File: config.mk
export PLATFORM = sky130hd
export DESIGN_NAME = core_ibex_fcov_stall_mon
export DESIGN_NICKNAME = d
export VERILOG_FILES = /design/src/rtl/core_ibex_fcov_stall_mon.sv
export SDC_FILE = /design/constraint.sdc
export NUM_CORES = 1
export LEC_CHECK = 0
export ABC_AREA = 0
export BUFFER_PORTS_ARGS = -buffer_cell sky130_fd_sc_hd__buf_2
export CORE_UTILIZATION = 47
export CTS_BUF_LIST = sky130_fd_sc_hd__clkbuf_8
export DETAILED_ROUTE_END_ITERATION = 10
export PLACE_DENSITY = 0.81
export SLEW_MARGIN = 20
export SYNTH_ARGS = -nofsm -noshare
export SYNTH_HDL_FRONTEND = slang
export SYNTH_SLANG_ARGS = --single-unit
export TNS_END_PERCENT = 50
File: constraint.sdc
create_clock -name clk_i -period 2.5 [get_ports clk_i]
set_clock_uncertainty 0.2 [all_clocks]
set_input_delay 0.375 -clock clk_i [delete_from_list [all_inputs] [get_ports clk_i]]
set_output_delay 0.375 -clock clk_i [all_outputs]
set_load 0.005 [all_outputs]
File: src/rtl/core_ibex_fcov_stall_mon.sv
// Stall monitor: tracks run lengths of ID-stage stalls per cause and reports terminated runs.
// Optional per-cause longest-run table is built when FCOV_STALL_MAX_EN is defined.
module core_ibex_fcov_stall_mon #(
   parameter int unsigned NumCauses = 5,
   parameter int unsigned CntW      = 8,
   localparam int unsigned CauseW   = (NumCauses > 1) ? $clog2(NumCauses) : 1
) (
   input  logic                      clk_i,
   input  logic                      rst_ni,
   input  logic                      instr_valid_i,
   input  logic [NumCauses-1:0]      stall_i,
   input  logic                      clear_i,
   output logic                      stall_active_o,
   output logic [CauseW-1:0]         stall_cause_o,
   output logic [CntW-1:0]           run_len_o,
   output logic                      run_end_o,
   output logic [CntW-1:0]           run_end_len_o,
   output logic [CauseW-1:0]         run_end_cause_o,
   output logic                      cause_change_o,
   output logic [NumCauses*CntW-1:0] max_run_o,
   output logic                      sat_o
);

   localparam logic [CntW-1:0] RunMax = '1;

   typedef enum logic {
      Idle  = 1'b0,
      Stall = 1'b1
   } state_e;

   state_e            state_q, state_d;
   logic [CntW-1:0]   run_len_q, run_len_d;
   logic [CauseW-1:0] cur_cause_q, cur_cause_d;
   logic [CauseW-1:0] cause;
   logic              stall_any;
   logic              term, chg;
   logic              run_end_q, cause_change_q, sat_q;
   logic [CntW-1:0]   run_end_len_q;
   logic [CauseW-1:0] run_end_cause_q;

   assign stall_any = instr_valid_i & (|stall_i);

   // Lowest set stall bit wins
   always_comb begin
      cause = '0;
      for (int i = int'(NumCauses) - 1; i >= 0; i--) begin
         if (stall_i[i]) cause = CauseW'(i);
      end
   end

   always_ff @(posedge clk_i or negedge rst_ni) begin
      if (!rst_ni) state_q <= Idle;
      else         state_q <= state_d;
   end

   always_comb begin
      state_d = state_q;
      case (state_q)
         Idle:    if (stall_any)  state_d = Stall;
         Stall:   if (!stall_any) state_d = Idle;
         default: state_d = Idle;
      endcase
   end

   // Run counter / cause next values and termination detection
   always_comb begin
      run_len_d   = '0;
      cur_cause_d = '0;
      term        = 1'b0;
      chg         = 1'b0;
      case (state_q)
         Idle: begin
            if (stall_any) begin
               run_len_d   = CntW'(1);
               cur_cause_d = cause;
            end
         end
         Stall: begin
            if (!stall_any) begin
               term = 1'b1;
            end else if (cause != cur_cause_q) begin
               term        = 1'b1;
               chg         = 1'b1;
               run_len_d   = CntW'(1);
               cur_cause_d = cause;
            end else begin
               run_len_d   = (run_len_q == RunMax) ? RunMax : run_len_q + CntW'(1);
               cur_cause_d = cur_cause_q;
            end
         end
         default: ;
      endcase
   end

   always_ff @(posedge clk_i or negedge rst_ni) begin
      if (!rst_ni) begin
         run_len_q       <= '0;
         cur_cause_q     <= '0;
         run_end_q       <= 1'b0;
         cause_change_q  <= 1'b0;
         run_end_len_q   <= '0;
         run_end_cause_q <= '0;
         sat_q           <= 1'b0;
      end else begin
         run_len_q      <= run_len_d;
         cur_cause_q    <= cur_cause_d;
         run_end_q      <= term;
         cause_change_q <= chg;
         if (term) begin
            run_end_len_q   <= run_len_q;
            run_end_cause_q <= cur_cause_q;
         end
         if (clear_i)                  sat_q <= 1'b0;
         else if (run_len_d == RunMax) sat_q <= 1'b1;
      end
   end

`ifdef FCOV_STALL_MAX_EN
   logic [CntW-1:0] max_q [NumCauses];

   // Longest terminated run per cause; clear wins over a same-cycle update
   always_ff @(posedge clk_i or negedge rst_ni) begin
      if (!rst_ni) begin
         for (int c = 0; c < int'(NumCauses); c++) max_q[c] <= '0;
      end else begin
         for (int c = 0; c < int'(NumCauses); c++) begin
            if (clear_i) begin
               max_q[c] <= '0;
            end else if (term && (cur_cause_q == CauseW'(c)) && (run_len_q > max_q[c])) begin
               max_q[c] <= run_len_q;
            end
         end
      end
   end

   always_comb begin
      max_run_o = '0;
      for (int c = 0; c < int'(NumCauses); c++) begin
         max_run_o[c*CntW +: CntW] = max_q[c];
      end
   end
`else
   assign max_run_o = '0;
`endif

   assign stall_active_o  = (state_q == Stall);
   assign stall_cause_o   = cur_cause_q;
   assign run_len_o       = run_len_q;
   assign run_end_o       = run_end_q;
   assign run_end_len_o   = run_end_len_q;
   assign run_end_cause_o = run_end_cause_q;
   assign cause_change_o  = cause_change_q;
   assign sat_o           = sat_q;

endmodule

==> results of run 1 <==
-- final cells by class --
| type | count | area [um2] | area share |
|---|---|---|---|
| Clock buffer | 4 | 55.1 | 0.0330 |
| Inverter | 8 | 30.0 | 0.0180 |
| Multi-Input combinational cell | 105 | 688 | 0.413 |
| Sequential cell | 26 | 651 | 0.390 |
| Tap cell | 44 | 55.1 | 0.0330 |
| Timing Repair Buffer | 36 | 188 | 0.113 |
-- synth_stat cells, types with 2 or more instances --
library cell,instances,area share
buf_4,40,0.20
dfrtp_1,26,0.42
mux2_4,9,0.088
inv_1,7,0.017
a21oi_1,5,0.016
nand2_1,5,0.012
nand3_1,4,0.013
nor2_1,4,0.0098
xnor2_1,4,0.023
and3_1,3,0.012
and2_1,2,0.0081
mux2_2,2,0.015
nand2b_1,2,0.0081
nand4b_1,2,0.011
nor3_1,2,0.0065
or3_1,2,0.0081
-- critical path, delay by kind of cell, from the launching register on --
kind / cells / cell delay (ns)
flops: 1 / 0.47
compound gates: 2 / 0.48
simple gates: 3 / 0.58
fa+ha+maj: 1 / 0.25
-- timing repair --
item / 4_1_cts / 5_1_grt
setup endpoints to repair: 0 / 0
setup buffers: 0 / 0
hold buffers: 1 / 0
hold endpoints to repair: 26 / 0
-- flip-flops by register name, summed over array words and instances, names as in the netlist --
register,count
run_end_len_o,8
run_len_o,8
run_end_cause_o,3
stall_cause_o,3
cause_change_o,1
run_end_o,1
sat_o,1
stall_active_o,1
-- logic make-up after synthesis --
kind of cell / Yosys count / share of synthesized area
fa+ha+maj: 1 / 0.00814
mux: 12 / 0.109
flops: 26 / 0.423
compound gates: 16 / 0.0887
xor+xnor: 5 / 0.0285
buf+inv: 50 / 0.225
simple gates: 31 / 0.116
other cells: 1 / 0.00244
-- layer usage --
metal	up-vias	wire, um	share of wire
li1	474	-	-
met4	0	38	0.016
met3	4	160	0.066
met1	465	1040	0.42
met2	48	1200	0.49
met5	-	0	0
-- power groups by stage --
stage | combinational (mW) | clock [mW] | sequential (mW)
after global placement | 0.102 | 0 | 0.453
after CTS | 0.106 | 0.274 | 0.445
after global routing | 0.120 | 0.292 | 0.447
after detailed placement | 0.105 | 0 | 0.453
final | 0.106 | 0.265 | 0.445
after floorplan | 0.111 | 0 | 0.453
-- how the worst min path moves through the flow --
stage                       start  slack, ns                to
final                     clear_i       0.19             sat_o
after global routing      clear_i       0.18             sat_o
after CTS                 clear_i       0.19             sat_o
after detailed placement   rst_ni       0.20  run_end_len_o[1]
after global placement     rst_ni       0.19  run_end_len_o[0]
after floorplan            rst_ni      -0.12    cause_change_o
-- through the flow --
stage                     hold slack (ns)  setup WS (ns)  power (mW)  instances
final                               0.189          0.417       0.816        223
after CTS                           0.190          0.394       0.825        223
after floorplan                    -0.121          0.339       0.564        181
after global routing                0.185          0.238       0.859        223
after global placement              0.194          0.240       0.555        218
after detailed placement            0.203          0.206       0.559        218
==> metrics.md, run 1 <==
| Metric | Value |
|---|---|
| Status | complete, no violations |
| Unrepaired setup endpoints after global routing | false |
| R2R setup slack | 0.42 ns |
| Gate power share | 0.130 |
| Top FF cell, synth | dfrtp_1 |
| Pins over their slew limit | 0 |
| Dpl cell area | 0.00160 mm2 |
| Num CTS Buffers | 3 |
| GR Util met2 | 0.254 |
| Synthesized area | 0.00154 mm2 |
| Yosys cell types | 39 |
| Largest net degree at the start of global routing | 27 |
| Final Core Density | 0.541 |
| Layout fillers | 300 |
| CTS resizes | 0 |
| Reg power frac | 0.545 |
| Die Y | 59.2 um |
| Slowest CP cell | dfrtp_1 |
| Worst setup SP type | register |
| DRT iter0 DRCs | 20 |
| Skew-Pair Late Insertion Delay | 0.27 ns |
| Commonest non-fill, non-tap cell in the layout | conb_1 |
| Reg-to-reg critical path startpoint | run_len_o[0] |
| Critical Path RT | 2.46 ns |
| Flops & latches, synth | 26 |
| Most used cells in the layout excluding fill and tap cells | conb_1, buf_2, dfrtp_1 |
| CTS Buffer Depth | 2 |
| Post-synthesis sequential area ratio | 0.423 |
| Slew at the pin with the worst max-slew slack | 0.559 ns |
| Hold Path Depth | 3 |
| Crit. End Element | register |
| Largest vdd supply drop | 0.209 mV |
| Met1 Resource Use GR | 0.172 |
| First-pass GRT wire length | 3910 um |
| # IOs | 75 |
| Final wirelength | 2440 um |
| Max Cap Violations | 0 |
| Die ar. | 0.00350 mm2 |
| CTS Sinks | 26 |
| Design area | 0.00167 mm2 |
| Via count | 991 |
| Grt total ovfl | 0 |
| Hold Path Class | primary input to register |
| Synth async-reset ratio | 1.00 |
| Fin crit share | 0.833 |
| Routed wire per std cell | 10.9 um |
| Internal power | 620 uW |
| Starting Density | 0.500 |
| Gr usage total | 0.150 |
| Synthesis-to-finish area growth | 8.38% |
| Max Fclk | 480 MHz |
| Critical Path AT | 2.04 ns |
| Crit-path max FO | 7 |
| Rows | 20 |
| CP Capture Point | sat_o |
| Reg2reg end | sat_o |
| DRT antenna net count | 0 |
| Port Buffers | 34 |
| Ant diodes | 0 |
| Leakage | 0.891 nW |
| Setup violators final | 0 |
| Chip Width | 59.2 um |
| NetSw | 196 uW |
| Share of post-route cells with drive strength above 1 | 0.313 |
| NumNets Final | 190 |
| Power density over cell area | 490 mW/mm2 |
| Via/cell ratio | 4.44 |
| Net Sw Frac | 0.240 |
| Number of hold violations in the final report | 0 |
| Vias in the first global route | 880 |
| Avg Synthesized Cell Area | 10.8 um2 |
| Post-synth EDFFs | 0 |
| TritonCTS clock tree | done |
| H-tree levels | 1 |
| Initial antenna violation count | 0 |
| Gpl congestion | 0.772 |
| GRT met3 Usage | 0.0393 |
| Residual DRC | 0 |
| Crit path launch | run_len_o[0] |
| WS Path Type | register to register |
| 1st-pass router iterations | 4 |
| Most frequent CP cell | nand3_1 |
| Setup total negative slack | 0 ns |
| Worst-path clk slew | 0.08 ns |
| Core area | 0.00308 mm2 |
| Min cycle time layout | 2.08 ns |
| CTS Root Cell | clkbuf_8 |
| Critical-path cell list | ha_1, nand3_1, nor2_1, nand3_1, o31a_1, o41ai_1 |
| Clock power share | 0.325 |
| Largest stage delay, worst path | 0.47 ns |
| Synth Instances | 142 |
| Half-perimeter wire length after placement | 1850 um |
| Reg2Reg Depth | 6 |
| Most used routing layer | met2 |
| Syn. warnings | 0 |
| Rel. slew slack | 0.627 |
(Power assumes the default switching activity.)
==> inputs of run 2 (changes only) <==
--- a/config.mk
+++ b/config.mk
@@ -7,10 +7,10 @@
 export LEC_CHECK = 0
 export ABC_AREA = 0
 export BUFFER_PORTS_ARGS = -buffer_cell sky130_fd_sc_hd__buf_2
-export CORE_UTILIZATION = 47
+export CORE_UTILIZATION = 43
 export CTS_BUF_LIST = sky130_fd_sc_hd__clkbuf_8
 export DETAILED_ROUTE_END_ITERATION = 10
-export PLACE_DENSITY = 0.81
+export PLACE_DENSITY = 0.78
 export SLEW_MARGIN = 20
 export SYNTH_ARGS = -nofsm -noshare
 export SYNTH_HDL_FRONTEND = slang
==> constraint.sdc (replaced) <==
create_clock -name clk_i -period 1.7 [get_ports clk_i]
set_clock_uncertainty 0.2 [all_clocks]
set_input_delay 0.255 -clock clk_i [delete_from_list [all_inputs] [get_ports clk_i]]
set_output_delay 0.255 -clock clk_i [all_outputs]
set_load 0.005 [all_outputs]
==> run 2 against run 1 <==
The run now ends with setup timing left. Critical endpoint is now run_end_len_o[0]. Worst setup slack lost 0.58 ns. Global-route usage grew 1.2 points. Critical path depth grew 1. Cell count grew 9.9%. Sequential share of layout area shrank 5.1 points. Routed wire length grew 27%. Largest power group unchanged. Design area grew 15%. Non-clock buffer count grew 20. Clock power grew 29%. Largest cell class unchanged.
==> metrics.md, run 2 (synthesis results as in run 1) <==
| Metric | Value |
|---|---|
| NetSw | 305 uW |
| Worst-path clk slew | 0.09 ns |
| Largest net degree at the start of global routing | 27 |
| Power density over cell area | 622 mW/mm2 |
| Post-route worst setup slack | -0.164 ns |
| Largest stage delay, worst path | 0.40 ns |
| Clock power share | 0.285 |
| Port Buffers | 34 |
| CTS Buffer Depth | 2 |
| Share of post-route cells with drive strength above 1 | 0.442 |
| CTS Sinks | 26 |
| Critical Path RT | 1.66 ns |
| Min cycle time layout | 1.86 ns |
| Fin crit share | 1.10 |
| # IOs | 75 |
| Status | finished, violations left |
| Crit-path max FO | 6 |
| Gr usage total | 0.162 |
| Die ar. | 0.00382 mm2 |
| Final Core Density | 0.568 |
| Hold Slack | 0.0918 ns |
| Net Sw Frac | 0.255 |
| Largest vdd supply drop | 0.298 mV |
| DRT antenna net count | 0 |
| Chip Width | 61.8 um |
| H-tree levels | 1 |
| Final wirelength | 3090 um |
| Max Cap Violations | 0 |
| Slowest CP cell | or3_4 |
| Vias in the first global route | 965 |
| Unrepaired setup endpoints after global routing | true |
| Number of hold violations in the final report | 0 |
| Gate power share | 0.168 |
| Via/cell ratio | 4.48 |
| Gpl congestion | 0.778 |
| Core area | 0.00339 mm2 |
| Hold Path Class | primary input to register |
| Setup violators final | 19 |
| Pre-CTS setup slack | -0.437 ns |
| DRT iter0 DRCs | 42 |
| CTS Root Cell | clkbuf_8 |
| Crit. End Element | register |
| Most used cells in the layout excluding fill and tap cells | conb_1, buf_2, dfrtp_1 |
| Max Fclk | 537 MHz |
| Starting Density | 0.454 |
| Reg power frac | 0.547 |
| Die Y | 61.8 um |
| Delay-heaviest family, CP | simple AND/OR/NAND/NOR gates |
| Slew at the pin with the worst max-slew slack | 0.572 ns |
| TritonCTS clock tree | done |
| Grt total ovfl | 0 |
| Via count | 1098 |
| Critical-path cell list | buf_6, or2_4, or3_4, o21ai_4, inv_2, a31o_4, mux2_4 |
| Initial antenna violation count | 0 |
| Synthesis-to-finish area growth | 25.1% |
| First-pass GRT wire length | 4450 um |
| Critical Path AT | 1.82 ns |
| Rel. slew slack | 0.619 |
| Num CTS Buffers | 3 |
| Failing checks | setup timing |
| 1st-pass router iterations | 5 |
| Skew-Pair Late Insertion Delay | 0.26 ns |
| NumNets Final | 211 |
| Ant diodes | 0 |
| Pins over their slew limit | 0 |
| Internal power | 892 uW |
| Worst setup SP type | primary input |
| Rows | 21 |
| WS Path Type | primary input to register |
| Worst Path Buf+Inv | 2 |
| Residual DRC | 0 |
| Routed wire per std cell | 12.6 um |
| Commonest non-fill, non-tap cell in the layout | conb_1 |
| Half-perimeter wire length after placement | 2020 um |
| Layout fillers | 293 |
| Leakage | 1.03 nW |
[run 2: cell count changes in the layout (fill, tap and decap cells not counted), moves of 2 or more]
| cell | change |
|---|---|
| mux2_2 | -2 |
| buf_2 | -2 |
| mux2_4 | +2 |
| dfrtp_1 | -2 |
| dfrtp_2 | +2 |
| buf_4 | +19 |
| buf_6 | +3 |
[run 2: what timing repair did]
item	4_1_cts	5_1_grt
gates cloned	1	0
setup buffers	2	1
pin swaps	3	5
endpoints found under the hold margin	26	0
hold buffers	1	0
setup endpoints to repair	13	20
resized for setup	13	8
[run 2: layout make-up]
type,count,area [um2],area share
Multi-Input combinational cell,106,788,0.410
Sequential cell,26,653,0.339
Timing Repair Buffer,56,354,0.184
Tap cell,46,57.6,0.0299
Clock buffer,3,41.3,0.0215
Inverter,8,30.0,0.0156
[run 2: layer usage]
metal / vias to the layer above / routed length (um) / track usage / part of all wire
met5: - / 0 / 0 / 0
met4: 0 / 29 / 0.0571 / 0.0094
met3: 4 / 127 / 0.0269 / 0.041
met2: 42 / 1600 / 0.278 / 0.52
met1: 531 / 1340 / 0.206 / 0.43
li1: 521 / - / - / -
[run 2: power by group through the flow]
| stage | registers [mW] | clock network, mW | logic [mW] |
|---|---|---|---|
| 2_1_floorplan | 0.667 | 0 | 0.164 |
| 3_3_place_gp | 0.663 | 0 | 0.167 |
| 3_5_place_dp | 0.663 | 0 | 0.171 |
| 4_1_cts | 0.652 | 0.347 | 0.196 |
| 5_1_grt | 0.657 | 0.368 | 0.228 |
| 6_report | 0.654 | 0.342 | 0.201 |
[run 2: worst paths after layout]
kind / slack (ns) / endpoint / from / depth (start not counted)
max: -0.16 / run_end_len_o[0] / stall_i[2] / 7
min: 0.09 / sat_o / clear_i / 3
min reg2reg: 0.31 / run_end_len_o[1] / run_end_len_o[1] / 1
max in group asynchronous: 0.57 / stall_cause_o[1] / rst_ni / 2
min in group asynchronous: 0.32 / run_end_len_o[0] / rst_ni / 2
max reg2reg: -0.14 / sat_o / run_len_o[1] / 5
[run 2: stage by stage]
| step | power (mW) | setup TNS (ns) | area [um2] | instances |
|---|---|---|---|---|
| detailed placement | 0.834 | -7.04 | 1730 | 237 |
| global route | 1.25 | -3.18 | 1920 | 245 |
| finish | 1.20 | -2.43 | 1920 | 245 |
| global placement | 0.831 | -6.31 | 1730 | 237 |
| floorplan | 0.830 | -3.69 | 1680 | 181 |
| CTS | 1.19 | -1.10 | 1880 | 244 |
[run 2: worst min-delay path, delay by kind of cell]
kind                   cells  cell delay, ns
AO/OA/AOI/OAI              1            0.06
AND/OR/NAND/NOR            1            0.12
buffers and inverters      1            0.09
==> inputs of run 3 (changes only) <==
--- a/config.mk
+++ b/config.mk
@@ -10,6 +10,7 @@
 export CORE_UTILIZATION = 43
 export CTS_BUF_LIST = sky130_fd_sc_hd__clkbuf_8
 export DETAILED_ROUTE_END_ITERATION = 10
+export GPL_TIMING_DRIVEN = 0
 export PLACE_DENSITY = 0.78
 export SLEW_MARGIN = 20
 export SYNTH_ARGS = -nofsm -noshare
==> constraint.sdc (replaced) <==
create_clock -name clk_i -period 1.7 [get_ports clk_i]
set_clock_uncertainty 0.2 [all_clocks]
set_input_delay 0.255 -clock clk_i [delete_from_list [all_inputs] [get_ports clk_i]]
set_output_delay 0.255 -clock clk_i [all_outputs]
set_load 0.05 [all_outputs]
==> run 3 against run 2 <==
The flow still finishes with violations (setup timing). First-iteration DRC count shrank 19%. Die area is the same. Sequential share of layout area shrank 4.1 points. Design area grew 15%.
==> metrics.md, run 3 (synthesis results as in run 1) <==
| Metric | Value |
|---|---|
| Status | finished, violations left |
| Failing checks | setup timing |
| Core area | 0.00339 mm2 |
| H-tree levels | 1 |
| Commonest non-fill, non-tap cell in the layout | buf_4 |
| Pins over their slew limit | 0 |
| Rows | 21 |
| Share of post-route cells with drive strength above 1 | 0.547 |
| Slew at the pin with the worst max-slew slack | 0.552 ns |
| Placed cell count | 261 |
| Leakage | 1.20 nW |
| Ant diodes | 0 |
| Crit-path max FO | 5 |
| Number of hold violations in the final report | 0 |
| Starting Density | 0.454 |
| Chip Width | 61.8 um |
| Die Y | 61.8 um |
| Num CTS Buffers | 3 |
| CTS Buffer Depth | 2 |
| Initial antenna violation count | 0 |
| Pre-CTS setup slack | -0.566 ns |
| Most used cells in the layout excluding fill and tap cells | buf_4, conb_1, buf_2 |
| Die ar. | 0.00382 mm2 |
| Fin crit share | 1.10 |
| TritonCTS clock tree | done |
| Hold Path Depth | 3 |
| Via/cell ratio | 4.24 |
| Min cycle time layout | 1.86 ns |
| Worst setup SP type | primary input |
| R2R setup slack | -0.11 ns |
| Hold path start | clear_i |
| Unrepaired setup endpoints after global routing | true |
| Skew-Pair Late Insertion Delay | 0.27 ns |
| Rel. slew slack | 0.632 |
| Via count | 1188 |
| Reg-to-reg critical path startpoint | stall_cause_o[2] |
| Reg2reg end | run_end_len_o[0] |
| DRT iter0 DRCs | 34 |
| Routed wire per std cell | 10.5 um |
| Layout fillers | 259 |
| Half-perimeter wire length after placement | 1950 um |
| Largest vdd supply drop | 0.366 mV |
| Port Buffers | 34 |
| Grt total ovfl | 0 |
| Residual DRC | 0 |
| Synthesis-to-finish area growth | 43.8% |
| Setup violators final | 13 |
| Hold Slack | 0.0560 ns |
| Vias in the first global route | 1020 |
| Gr usage total | 0.149 |
| Final wirelength | 2950 um |
| Max Cap Violations | 0 |
| Gpl congestion | 0.756 |
| Design area | 0.00221 mm2 |
| First-pass GRT wire length | 4200 um |
| Post-route worst setup slack | -0.162 ns |
| Setup total negative slack | -1.74 ns |
| CTS Sinks | 26 |
| Worst Hold Path EP | sat_o |
| Critical Path AT | 1.82 ns |
| WS Path Type | primary input to register |
| # IOs | 75 |
| DRT antenna net count | 0 |
| Dpl cell area | 0.00192 mm2 |
| Crit. End Element | register |
| NumNets Final | 245 |
| Fin cells | 280 |
| Critical Path RT | 1.66 ns |
| 1st-pass router iterations | 4 |
| Worst-path clk slew | 0.09 ns |
| CTS Root Cell | clkbuf_8 |
| Power density over cell area | 716 mW/mm2 |
| Largest net degree at the start of global routing | 27 |
| Reg2Reg Depth | 5 |
| Max Fclk | 537 MHz |
| Hold Path Class | primary input to register |
[run 3: changes by cell type in the layout (fill, tap and decap cells not counted), moves of 3 or more]
| cell | previous run | this run |
|---|---|---|
| buf_4 | 20 | 53 |
| a21oi_1 | 5 | 2 |
| dfrtp_1 | 24 | 19 |
| a21oi_2 | 0 | 3 |
| dfrtp_2 | 2 | 7 |
[run 3: metrics by stage]
step / util / total power [mW]
floorplan: - / 1.08
global placement: 0.566 / 1.14
detailed placement: 0.566 / 1.14
CTS: 0.619 / 1.57
global route: 0.652 / 1.65
finish: 0.652 / 1.58
[run 3: repair_timing]
action | CTS | global route
hold buffers | 1 | 0
pin swaps | 3 | 3
cloned | 1 | 0
endpoints found under the hold margin | 26 | 0
gates resized for setup | 11 | 12
setup endpoints to repair | 18 | 21
setup buffers | 6 | 8
[run 3: critical path, cell delays in order]
cell	delay, ns
buf_6	0.09
or2_4	0.25
or3_4	0.34
o21ai_4	0.14
inv_2	0.06
a31o_4	0.25
buf_12	0.14
mux2_4	0.29
[run 3: cell type report]
cell class                      instances  area [um2]  area share
Tap cell                               46        57.6      0.0260
Clock buffer                            4        55.1      0.0249
Buffer                                 41         320       0.145
Timing Repair Buffer                   50         329       0.149
Inverter                                8        30.0      0.0136
Sequential cell                        26         659       0.298
Multi-Input combinational cell        105         759       0.344
[run 3: power by group]
| part | total [mW] | internal [mW] | switching (mW) |
|---|---|---|---|
| logic | 0.536 | 0.173 | 0.363 |
| registers | 0.654 | 0.639 | 0.0149 |
| clock network | 0.393 | 0.207 | 0.186 |
| total | 1.58 | 1.02 | 0.564 |
[run 3: layer usage]
layer | vias to the layer above | part of all wire | track usage | routed length [um]
met5 | - | 0 | 0 | 0
met4 | 0 | 0.019 | 0.0730 | 57
met3 | 7 | 0.058 | 0.0248 | 172
met2 | 42 | 0.54 | 0.286 | 1600
met1 | 555 | 0.38 | 0.157 | 1120
li1 | 584 | - | - | -
[run 3: how the worst max path moves through the flow]
stage / start / endpoint / slack (ns) / cells after the start
final: stall_i[2] / run_end_len_o[0] / -0.16 / 8
after global routing: run_len_o[0] / sat_o / -0.21 / 6
after CTS: stall_i[2] / run_end_len_o[0] / -0.18 / 8
after detailed placement: stall_i[2] / sat_o / -0.57 / 6
after global placement: stall_i[2] / sat_o / -0.57 / 6
after floorplan: stall_i[2] / run_end_cause_o[0] / -0.34 / 7
